### src/rtl/anita3_trig_scheduler.sv
// Trigger-time scheduler: queues absolute trigger times and arms the timebase comparator
// one PPS second at a time, reporting each head entry as fired or missed.
module anita3_trig_scheduler #(
    parameter int unsigned DEPTH = 4
) (
    input  logic                     clk250_i,
    input  logic                     rst_n_i,
    input  logic                     pps_i,
    input  logic                     enable_i,
    input  logic                     flush_i,
    input  logic                     wr_i,
    input  logic [31:0]              wr_time_i,
    input  logic                     trig_i,
    output logic [31:0]              trig_time_o,
    output logic                     trig_en_o,
    output logic                     fired_o,
    output logic                     missed_o,
    output logic                     overflow_o,
    output logic [$clog2(DEPTH):0]   count_o
);

    localparam int unsigned AW = $clog2(DEPTH);
    localparam int unsigned CW = AW + 1;

    typedef enum logic [1:0] {
        StIdle,
        StWait,
        StArmed
    } state_e;

    state_e         state_q, state_d;
    logic [31:0]    mem_q [DEPTH];
    logic [AW-1:0]  wr_ptr_q, wr_ptr_d;
    logic [AW-1:0]  rd_ptr_q, rd_ptr_d;
    logic [CW-1:0]  count_q, count_d;
    logic [31:0]    trig_time_q, trig_time_d;
    logic           fired_q, fired_d;
    logic           missed_q, missed_d;
    logic           overflow_q, overflow_d;
    logic           full, push, pop;
    logic [31:0]    head_d;

    always_comb begin
        // DEPTH is a power of two, so the MSB of the count is set only when full.
        full       = count_q[AW];
        push       = wr_i & ~full & ~flush_i;
        overflow_d = wr_i & full & ~flush_i;
        pop        = 1'b0;
        fired_d    = 1'b0;
        missed_d   = 1'b0;

        if (state_q == StArmed && enable_i && !flush_i) begin
            if (trig_i) begin
                pop     = 1'b1;
                fired_d = 1'b1;
            end else if (pps_i) begin
                pop      = 1'b1;
                missed_d = 1'b1;
            end
        end

        wr_ptr_d = wr_ptr_q + AW'(push);
        rd_ptr_d = rd_ptr_q + AW'(pop);
        count_d  = count_q + CW'(push) - CW'(pop);
        if (flush_i) begin
            rd_ptr_d = wr_ptr_q;
            count_d  = '0;
        end

        // New head may be the word being written this cycle (queue was or becomes empty).
        if (push && rd_ptr_d == wr_ptr_q) begin
            head_d = wr_time_i;
        end else begin
            head_d = mem_q[rd_ptr_d];
        end
        trig_time_d = (count_d != '0) ? head_d : trig_time_q;

        state_d = state_q;
        if (flush_i || !enable_i) begin
            state_d = StIdle;
        end else begin
            case (state_q)
                StIdle: begin
                    if (count_q != '0) state_d = StWait;
                end
                StWait: begin
                    if (pps_i) state_d = StArmed;
                end
                StArmed: begin
                    if (trig_i) begin
                        state_d = (count_d != '0) ? StWait : StIdle;
                    end else if (pps_i) begin
                        // The next head arms at this same PPS edge.
                        state_d = (count_d != '0) ? StArmed : StIdle;
                    end
                end
                default: state_d = StIdle;
            endcase
        end
    end

    always_ff @(posedge clk250_i or negedge rst_n_i) begin
        if (!rst_n_i) begin
            state_q     <= StIdle;
            wr_ptr_q    <= '0;
            rd_ptr_q    <= '0;
            count_q     <= '0;
            trig_time_q <= '0;
            fired_q     <= 1'b0;
            missed_q    <= 1'b0;
            overflow_q  <= 1'b0;
        end else begin
            state_q     <= state_d;
            wr_ptr_q    <= wr_ptr_d;
            rd_ptr_q    <= rd_ptr_d;
            count_q     <= count_d;
            trig_time_q <= trig_time_d;
            fired_q     <= fired_d;
            missed_q    <= missed_d;
            overflow_q  <= overflow_d;
        end
    end

    always_ff @(posedge clk250_i) begin
        if (push) begin
            mem_q[wr_ptr_q] <= wr_time_i;
        end
    end

    // Decoded from the state register, so an asynchronous reset drops it immediately.
    assign trig_en_o   = (state_q == StArmed);
    assign trig_time_o = trig_time_q;
    assign fired_o     = fired_q;
    assign missed_o    = missed_q;
    assign overflow_o  = overflow_q;
    assign count_o     = count_q;

endmodule
### config.mk
export PLATFORM = sky130hd
export DESIGN_NAME = anita3_trig_scheduler
export DESIGN_NICKNAME = d
export VERILOG_FILES = /design/src/rtl/anita3_trig_scheduler.sv
export SDC_FILE = /design/constraint.sdc
export NUM_CORES = 1
export LEC_CHECK = 0
export CELL_PAD_IN_SITES_DETAIL_PLACEMENT = 1
export CELL_PAD_IN_SITES_GLOBAL_PLACEMENT = 1
export CORE_ASPECT_RATIO = 1.75
export CORE_MARGIN = 2
export CORE_UTILIZATION = 43
export CTS_CLUSTER_SIZE = 20
export DETAILED_ROUTE_END_ITERATION = 12
export PLACE_DENSITY = 0.87
export SLEW_MARGIN = 5
export SYNTH_ARGS = -nofsm -noshare
export SYNTH_HDL_FRONTEND = slang
export SYNTH_SLANG_ARGS = --single-unit
export TNS_END_PERCENT = 100
### constraint.sdc
create_clock -name clk250_i -period 3.4 [get_ports clk250_i]
set_input_delay 0.68 -clock clk250_i [delete_from_list [all_inputs] [get_ports clk250_i]]
set_output_delay 0.68 -clock clk250_i [all_outputs]
set_load 0.05 [all_outputs]
=== Yosys cells after proc, flatten, opt, wreduce, memory -nomap -nowiden ===
Memory sizes are Yosys's and may differ from the RTL's. A register that Yosys moved wholly into a read port is not among the register bits.
Index checks and enable logic that the tools add are counted.

* Flip-flop bits (word level): 12
* Bits in writable memories: 128
* Input port bits: 39
* Word-level logic and storage cells: 52
* Memories kept: 1

* Add/sub/neg operators: 4
* Eq/ne operators: 5
* Multiplexer cells: 19
* Bitwise operators: 6
* Reduce and logical (&&, ||, !) cells: 10

{| class="wikitable"
|+ Memories
! name !! depth !! bits a word !! rd ports !! clocked after Yosys merged registers in !! write ports !! line !! RTL
|-
| mem_q || 4 || 32 || 1 || 1 || 1 || 32 || <nowiki>logic [31:0] mem_q [DEPTH];</nowiki>
|}

{| class="wikitable"
|+ Operator list
! operator !! number
|-
| $mux W2 || 7
|-
| $mux W1 || 10
|-
| $ne A3 B3 Y1 const B || 2
|-
| $pmux W2 S3 || 1
|-
| $reduce_bool A3 Y1 || 2
|-
| $add A2 B1 Y2 || 2
|-
| $and A1 B1 Y1 || 4
|-
| $ne A4 B3 Y1 const B || 1
|-
| $add A3 B1 Y3 || 1
|-
| $logic_not A1 Y1 || 3
|-
| $mux W3 || 1
|-
| $reduce_and A3 Y1 || 1
|-
| $sub A3 B1 Y3 || 1
|-
| $eq A2 B1 Y1 const B || 1
|-
| $eq A2 B2 Y1 const B || 1
|-
| $logic_and A1 B1 Y1 || 2
|-
| $logic_not A2 Y1 || 1
|-
| $not A1 Y1 || 2
|-
| $logic_or A1 B1 Y1 || 1
|}

=== Logic depth before layout (Yosys ltp) ===
Gate-level depths: netlist of run 1.

* Depth in word-level cells: 12
* Depth in mapped cells: 14

=== Least setup slack after synthesis of run 1 ===
OpenSTA, ideal clock, no wires.

* Path kind: input port to flip-flop
* Start: input port flush_i
* End: memory mem_q[1][0] (enable)
* Data arrival time: 3.586 ns
* Required time: 2.932 ns
* Path slack: -0.654 ns
* Stages on the path: 3
* Buffers on the path: 1
* Path through: or3b_1 -> buf_2 -> nor3b_1

* Cells in the longest elaborated chain, start to end: 4

{| class="wikitable"
|+ Ends and longest elaborated chain
! element !! line !! RTL
|-
| start: declaration || 10 || <nowiki>input logic flush_i,</nowiki>
|-
| $not A1 Y1 || 46 || <nowiki>push = wr_i & ~full & ~flush_i;</nowiki>
|-
| $and A1 B1 Y1 || 46 ||
|-
| $mux W1 || 125 || <nowiki>if (push) begin</nowiki>
|-
| $mux W1 (not written as such) || 126 || <nowiki>mem_q[wr_ptr_q] <= wr_time_i;</nowiki>
|-
| end: declaration || 32 ||
|}

No other way between the ends.

=== Final worst setup path of run 1 ===
* Start: input port enable_i
* End: register trig_time_q[28], in the netlist trig_time_o[28], read port of mem_q

* Cells in the longest elaborated chain, start to end: 6

{| class="wikitable"
|+ Ends and longest elaborated chain
! element !! line !! RTL
|-
| start: declaration || 9 || <nowiki>input logic enable_i,</nowiki>
|-
| $logic_and A1 B1 Y1 (*) (2 in series) || 52 || <nowiki>if (state_q == StArmed && enable_i && !flush_i) begin</nowiki>
|-
| $mux W1 (*) || 52 ||
|-
| $sub A3 B1 Y3 || 64 || <nowiki>count_d = count_q + CW'(push) - CW'(pop);</nowiki>
|-
| $mux W3 || 65 || <nowiki>if (flush_i) begin</nowiki>
|-
| $reduce_bool A3 Y1 || 76 || <nowiki>trig_time_d = (count_d != '0) ? head_d : trig_time_q;</nowiki>
|-
| end: declaration || 36 || <nowiki>logic [31:0] trig_time_q, trig_time_d;</nowiki>
|}

Every way passes the cells marked *; elsewhere a longest branch is shown, timed or not.
A chain may end at the register's enable or synchronous reset.

==> flow_summary.yaml, run 1 <==
placed_design:
  port_buffers: 77
  gp_congestion: 0.737
  hpwl_microns: 10400
drt:
  num_vias: 3866
  wl_per_cell_microns: 25.3
  drc: 0
  vias_per_cell: 5.69
  drt_iter0_drc: 217
  dr.pass1.iters: 4
  drt-total-wl_microns: 17200
  ant_nets: 0
synthesis:
  yosys_warnings: 0
  synth_seq_area_share_pct: 72.1
  syn_avg_cell_area_sq_um: 18.6
  syn-num-nets: 413
  yosysTopAreaCell: "edfxtp_1"
  ys_seq_elements: 172
  synth_most_common_cell: "edfxtp_1"
  synth_common_cells: "edfxtp_1 (128), dfrtp_1 (44), a211o_1 (33), and3_1 (33), and2_1 (32)"
  ys_async_sr_fraction_pct: 25.6
  netlist_area_sq_um: 6860
  synth_edf_count: 128
  synth_cell_type_count: 34
  syn-instance-count: 369
  synthFlopType: "edfxtp_1"
  synth.top_cell.area_share_pct: 56.1
  synth.area.top_cells: "edfxtp_1 (56%), dfrtp_1 (16%), mux4_2 (9.5%), a211o_1 (4.2%), and3_1 (3.0%)"
min_path:
  hp-class: "in2async"
worst_setup_path:
  r2r_cells: 14
  critPathKind: "in2reg"
  path_buf_inv: 5
  crit_fanout: 8
  worstSetupEndpointType: "register"
  cpMostUsedCell: "inv_1"
  r2r_start: "state_q[1]"
  cp_top_family: "adder cells"
  cp-start-kind: "input pin"
  arrival_ns: 3.59
  slowest_delay_ns: 0.53
  crit_required_ns: 3.69
  cp_cell_sequence: "clkdlybuf4s50_1 > and2b_2 > nand2_1 > nor2_2 > ha_4 > inv_1 > ha_1 > inv_1 > fa_1 > nor2b_4 > buf_6 > a21oi_4 > buf_12 > and3_1 > a211o_1"
  crit_slowest_cell: "fa_1"
  ff2ff_setup_slack_ns: 0.35
  r2r-end: "trig_time_o[28]"
finish:
  final_core_util_pct: 56.3
  nNetsFinal: 520
  fillers: 1425
  drive_gt1_share_pct: 22.9
  synthToLayoutAreaGrowth_pct: 29.2
global_route:
  antenna_found_initial: 1
  track_usage_pct: 21.4
  first_global_vias: 4514
  grt_start_max_net_pins: 34
  grt_pass1_wl_microns: 26400
  grt_overflow: 0
floorplan:
  coreArea_sq_um: 15700
  rows: 61
  dieArea_sq_um: 17000
  start_util_pct: 43.6
  ios: 78
  die_height_microns: 171
  die_w_microns: 99.4
cts:
  htreeDepth: 4
  cts_buffers: 17
  clkSinkCount: 172
  cts_buffer_depth: 2
  cts_root_buf: "clkbuf_16"
  clkTransAtPathRegs_ns: 0.07
  clk-insertion-delay-late_ns: 0.44
  cts_tree: "done"
power:
  seq_power_share_pct: 37.1
  cellPowerDensity_nw_per_um2: 868
  leakage_nw: 3.51
  switchingPower_mw: 2.63
  internal_power_mw: 5.06
  vdd_ir_drop_max_v: 0.000462
  clkPwrFrac_pct: 26.9
  sw_frac_of_total_pct: 34.2
  pwr-share-comb_pct: 36.0
  power_mw: 7.69
timing:
  slew_viol_final: 0
  period_minus_slack_ns: 3.30
  post-route-period-util_pct: 97.0
  skew_ns: 0.0202
  worst_slew_pin_slew_ns: 0.798
  setup_viol: 0
  finalHoldViolCount: 0
  maxSlewHeadroom_pct: 46.8
  max_freq_ghz: 0.303
job:
  cap_violations: 0
status:
  status: "finished, final reports clean"
[metrics by stage]
| step | area (sq um) | cells | setup TNS (ns) | setup WS, ns | hold WS [ns] |
|---|---|---|---|---|---|
| 2_1_floorplan | 6870 | 369 | 0 | 0.159 | 0.384 |
| 3_3_place_gp | 8090 | 642 | -16.18 | -0.497 | 0.550 |
| 3_5_place_dp | 8090 | 642 | -20.97 | -0.659 | 0.563 |
| 4_1_cts | 8760 | 676 | 0 | 0.00179 | 0.344 |
| 5_1_grt | 8860 | 679 | -0.0109 | -0.0109 | 0.362 |
| 6_report | 8860 | 679 | 0 | 0.103 | 0.328 |
[registers in the layout (all words and copies together), names as in the netlist]
signal       flops
count_o          3
overflow_o       1
missed_o         1
state_q          2
wr_ptr_q         2
trig_time_o     32
rd_ptr_q         2
fired_o          1
mem_q          128
[worst max path at each step]
| stage | startpoint | end | slack, ns | cells after the start |
|---|---|---|---|---|
| 6_report | enable_i | trig_time_o[28] | 0.10 | 15 |
| 5_1_grt | enable_i | trig_time_o[28] | -0.01 | 15 |
| 4_1_cts | flush_i | trig_time_o[11] | 0.002 | 14 |
| 3_5_place_dp | flush_i | trig_time_o[11] | -0.66 | 13 |
| 3_3_place_gp | flush_i | trig_time_o[7] | -0.50 | 13 |
| 2_1_floorplan | flush_i | trig_time_o[8] | 0.16 | 14 |
[routing by layer]
metal | global-route usage, % | vias to the layer above | wire, microns
met5 | 0 | - | 0
met4 | 9.89 | 0 | 457
met3 | 4.62 | 31 | 921
met2 | 38.3 | 142 | 9580
met1 | 24.2 | 2015 | 6190
li1 | - | 1678 | -
[layout by cell type, fill, tap and decap left out, types with 4 or more instances in the layout]
cell type,instances
buf_4,20
inv_1,5
and2_1,32
clkbuf_16,20
mux4_2,29
a211o_1,33
edfxtp_1,128
buf_12,9
nor2_1,4
dfrtp_1,44
clkdlybuf4s50_1,75
and3_1,32
[what timing repair did]
| action | 4_1_cts | 5_1_grt |
|---|---|---|
| hold endpoints to repair | 0 | 0 |
| gates cloned | 1 | 1 |
| hold buffers | 0 | 0 |
| setup buffers | 1 | 1 |
| gates resized for setup | 4 | 9 |
| setup endpoints to repair | 32 | 33 |
| pin swaps | 1 | 2 |
[cell type report]
cell class,instances,area [sq um],share of cell area [%]
multi-input combinational,171,1880,21.2
antenna,1,2.50,0.0282
clock inverter,11,143,1.61
inverter,6,22.5,0.254
clock buffer,21,493,5.56
sequential,172,4940,55.8
timing repair buffer,108,1130,12.8
tap,189,236,2.67
[worst reg2reg max path: stages (launching register included)]
cell and delay, ns:
dfrtp_1 0.41, nor2b_2 0.19, nand2_1 0.09, nor2_2 0.20
ha_4 0.23, inv_1 0.05, ha_1 0.13, inv_1 0.05
fa_1 0.53, nor2b_4 0.17, buf_6 0.12, a21oi_4 0.09
buf_12 0.15, and3_1 0.19, a211o_1 0.31
[power by group through the flow]
stage / combinational [mW] / sequential, mW / clock [mW]
6_report: 2.77 / 2.85 / 2.07
4_1_cts: 2.75 / 2.85 / 2.09
3_3_place_gp: 2.58 / 2.85 / 0
5_1_grt: 2.92 / 2.88 / 2.17
3_5_place_dp: 2.68 / 2.88 / 0
2_1_floorplan: 1.14 / 3.44 / 0
[cells by family after synthesis]
| logic type | count (synthesis) | share of synthesized area (%) |
|---|---|---|
| compound gates | 38 | 4.78 |
| xor+xnor | 5 | 1.06 |
| fa+ha+maj | 5 | 1.02 |
| buf+inv | 27 | 1.99 |
| flops | 172 | 72.1 |
| mux | 34 | 11.0 |
| simple gates | 88 | 8.05 |
(Power assumes the default switching activity.)
==> inputs of run 2 (changes only) <==
CORE_MARGIN = 1   (was 2)
==> run 2 against run 1 <==
Net effect:
- clock power down 5%
- worst setup slack improved by 0.027 ns
- combinational power down 2%
- non-clock buffer count fell by 3
- via count up 0.16%
- clock skew shrank 0.0096 ns
- flip-flop and latch count did not move
- count of clock-buffer cells in the layout shrank 2
- routed wire length down 1.8%
- critical endpoint is now trig_time_o[15]
==> flow_summary.yaml, run 2 (same netlist as run 1, synthesis figures left out) <==
power:
  sw_frac_of_total_pct: 34.8
  pwr-share-comb_pct: 36.0
  vdd_ir_drop_max_v: 0.000399
  clkPwrFrac_pct: 26.1
  leakage_nw: 3.45
  cellPowerDensity_nw_per_um2: 865
  seq_power_share_pct: 37.9
  internal_power_mw: 4.91
  switchingPower_mw: 2.62
floorplan:
  start_util_pct: 44.3
  die_height_microns: 169
  die_w_microns: 97.4
  rows: 60
  coreArea_sq_um: 15500
  dieArea_sq_um: 16500
  ios: 78
worst_setup_path:
  crit_fanout: 14
  path_buf_inv: 4
  path_depth: 12
  cp_cell_sequence: "clkdlybuf4s50_1 > or3b_4 > ha_1 > inv_1 > ha_1 > inv_1 > fa_2 > nor2b_2 > a21o_4 > buf_4 > and2_1 > a211o_1"
  critPathKind: "in2reg"
  cp_top_family: "adder cells"
  worstSetupEndpointType: "register"
  crit_required_ns: 3.70
  arrival_ns: 3.58
  r2r_cells: 11
  crit_slowest_cell: "clkdlybuf4s50_1"
  slowest_delay_ns: 0.47
  cp-start-kind: "input pin"
finish:
  final_common_cell: "edfxtp_1"
  final_cell_mix: "edfxtp_1 (128), clkdlybuf4s50_1 (75), dfrtp_1 (44), a211o_1 (33)"
  final_core_util_pct: 56.3
  largest_reg_flops: 128
  largest_register: "mem_q"
  synthToLayoutAreaGrowth_pct: 27.0
  fillers: 1389
  register_area_sq_um: 4940
  drive_gt1_share_pct: 22.2
  nNetsFinal: 517
  antenna_cells: 0
  multi_input_area_sq_um: 1860
cts:
  htreeDepth: 4
  cts_buffers: 17
  clk-insertion-delay-late_ns: 0.43
  cts_tree: "done"
  clkTransAtPathRegs_ns: 0.07
  cts_root_buf: "clkbuf_16"
  cts_buffer_depth: 2
  cts_hold_buf: 0
  clkSinkCount: 172
global_route:
  track_usage_pct: 21.9
  antenna_found_initial: 0
  first_global_vias: 4384
  grt_pass1_wl_microns: 26300
  grt_start_max_net_pins: 45
  grt_overflow: 0
drt:
  num_vias: 3872
  drt-total-wl_microns: 16800
  dr.pass1.iters: 6
  drt_iter0_drc: 166
  vias_per_cell: 5.76
  wl_per_cell_microns: 25.1
  ant_nets: 0
  drc: 0
timing:
  post-route-period-util_pct: 96.2
  slew_viol_final: 0
  finalHoldViolCount: 0
  period_minus_slack_ns: 3.27
  skew_ns: 0.0106
  maxSlewHeadroom_pct: 24.4
  worst_slack_ns: 0.129
  rsz0062_at_grt: "false"
  worst_slew_pin_slew_ns: 1.13
  max_freq_ghz: 0.306
  setup_viol: 0
placed_design:
  hpwl_microns: 10600
  gp_congestion: 0.705
  port_buffers: 77
  dp_slack_ns: -0.693
status:
  status: "finished, final reports clean"
min_path:
  hp-class: "in2async"
job:
  cap_violations: 0
## run 2: stage by stage
stage	hold slack, ns	instance area [sq um]	power [mW]	TNS [ns]	std cells
3_5_place_dp	0.572	8080	5.58	-22.12	638
3_3_place_gp	0.548	8080	5.45	-17.95	638
6_report	0.473	8710	7.53	0	672
2_1_floorplan	0.384	6870	4.57	0	369
4_1_cts	0.505	8680	7.60	0	671
5_1_grt	0.548	8710	7.79	0	672
## run 2: what timing repair did
action / CTS / global route
setup buffers: 0 / 1
endpoints found under the setup margin: 32 / 34
gates cloned: 1 / 0
pin swaps: 0 / 1
resized for setup: 3 / 5
## run 2: worst reg2reg max path: stages (launching register included)
cell and delay (ns):
dfrtp_1 0.43, or3b_4 0.40, ha_1 0.28, inv_1 0.04, ha_1 0.16, inv_1 0.07, fa_2 0.44, nor2b_2 0.19
a21o_4 0.26, buf_4 0.20, and2_1 0.17, a211o_1 0.24
## run 2: path summary, 6_finish.rpt
path	from	end	slack (ns)
max in group asynchronous	rst_n_i	rd_ptr_q[1]	2.22
worst max register to register	count_o[2]	trig_time_o[15]	0.40
min in group clk250_i	trig_time_o[6]	trig_time_o[6]	0.59
worst min register to register	trig_time_o[6]	trig_time_o[6]	0.59
worst min-delay path	rst_n_i	trig_time_o[5]	0.47
worst max-delay path	wr_i	trig_time_o[15]	0.13
## run 2: area by class of cell
| class | instances | area share (%) |
|---|---|---|
| clock buffer | 19 | 4.97 |
| clock inverter | 13 | 1.80 |
| inverter | 6 | 0.259 |
| multi-input combinational | 171 | 21.4 |
| sequential | 172 | 56.8 |
| tap | 186 | 2.67 |
| timing repair buffer | 105 | 12.1 |
## run 2: power groups by stage
stage          combinational, mW  sequential, mW  clock (mW)
4_1_cts                     2.74            2.86        2.00
2_1_floorplan               1.14            3.44           0
3_5_place_dp                2.70            2.89           0
6_report                    2.71            2.86        1.97
3_3_place_gp                2.60            2.85           0
5_1_grt                     2.84            2.88        2.07
## run 2: layer usage
metal,global-route usage [%],up-vias,routed length [microns]
met5,0,-,0
met4,8.50,0,305
met3,3.59,20,496
met2,40.2,114,9580
met1,25.5,2072,6460
li1,-,1666,-
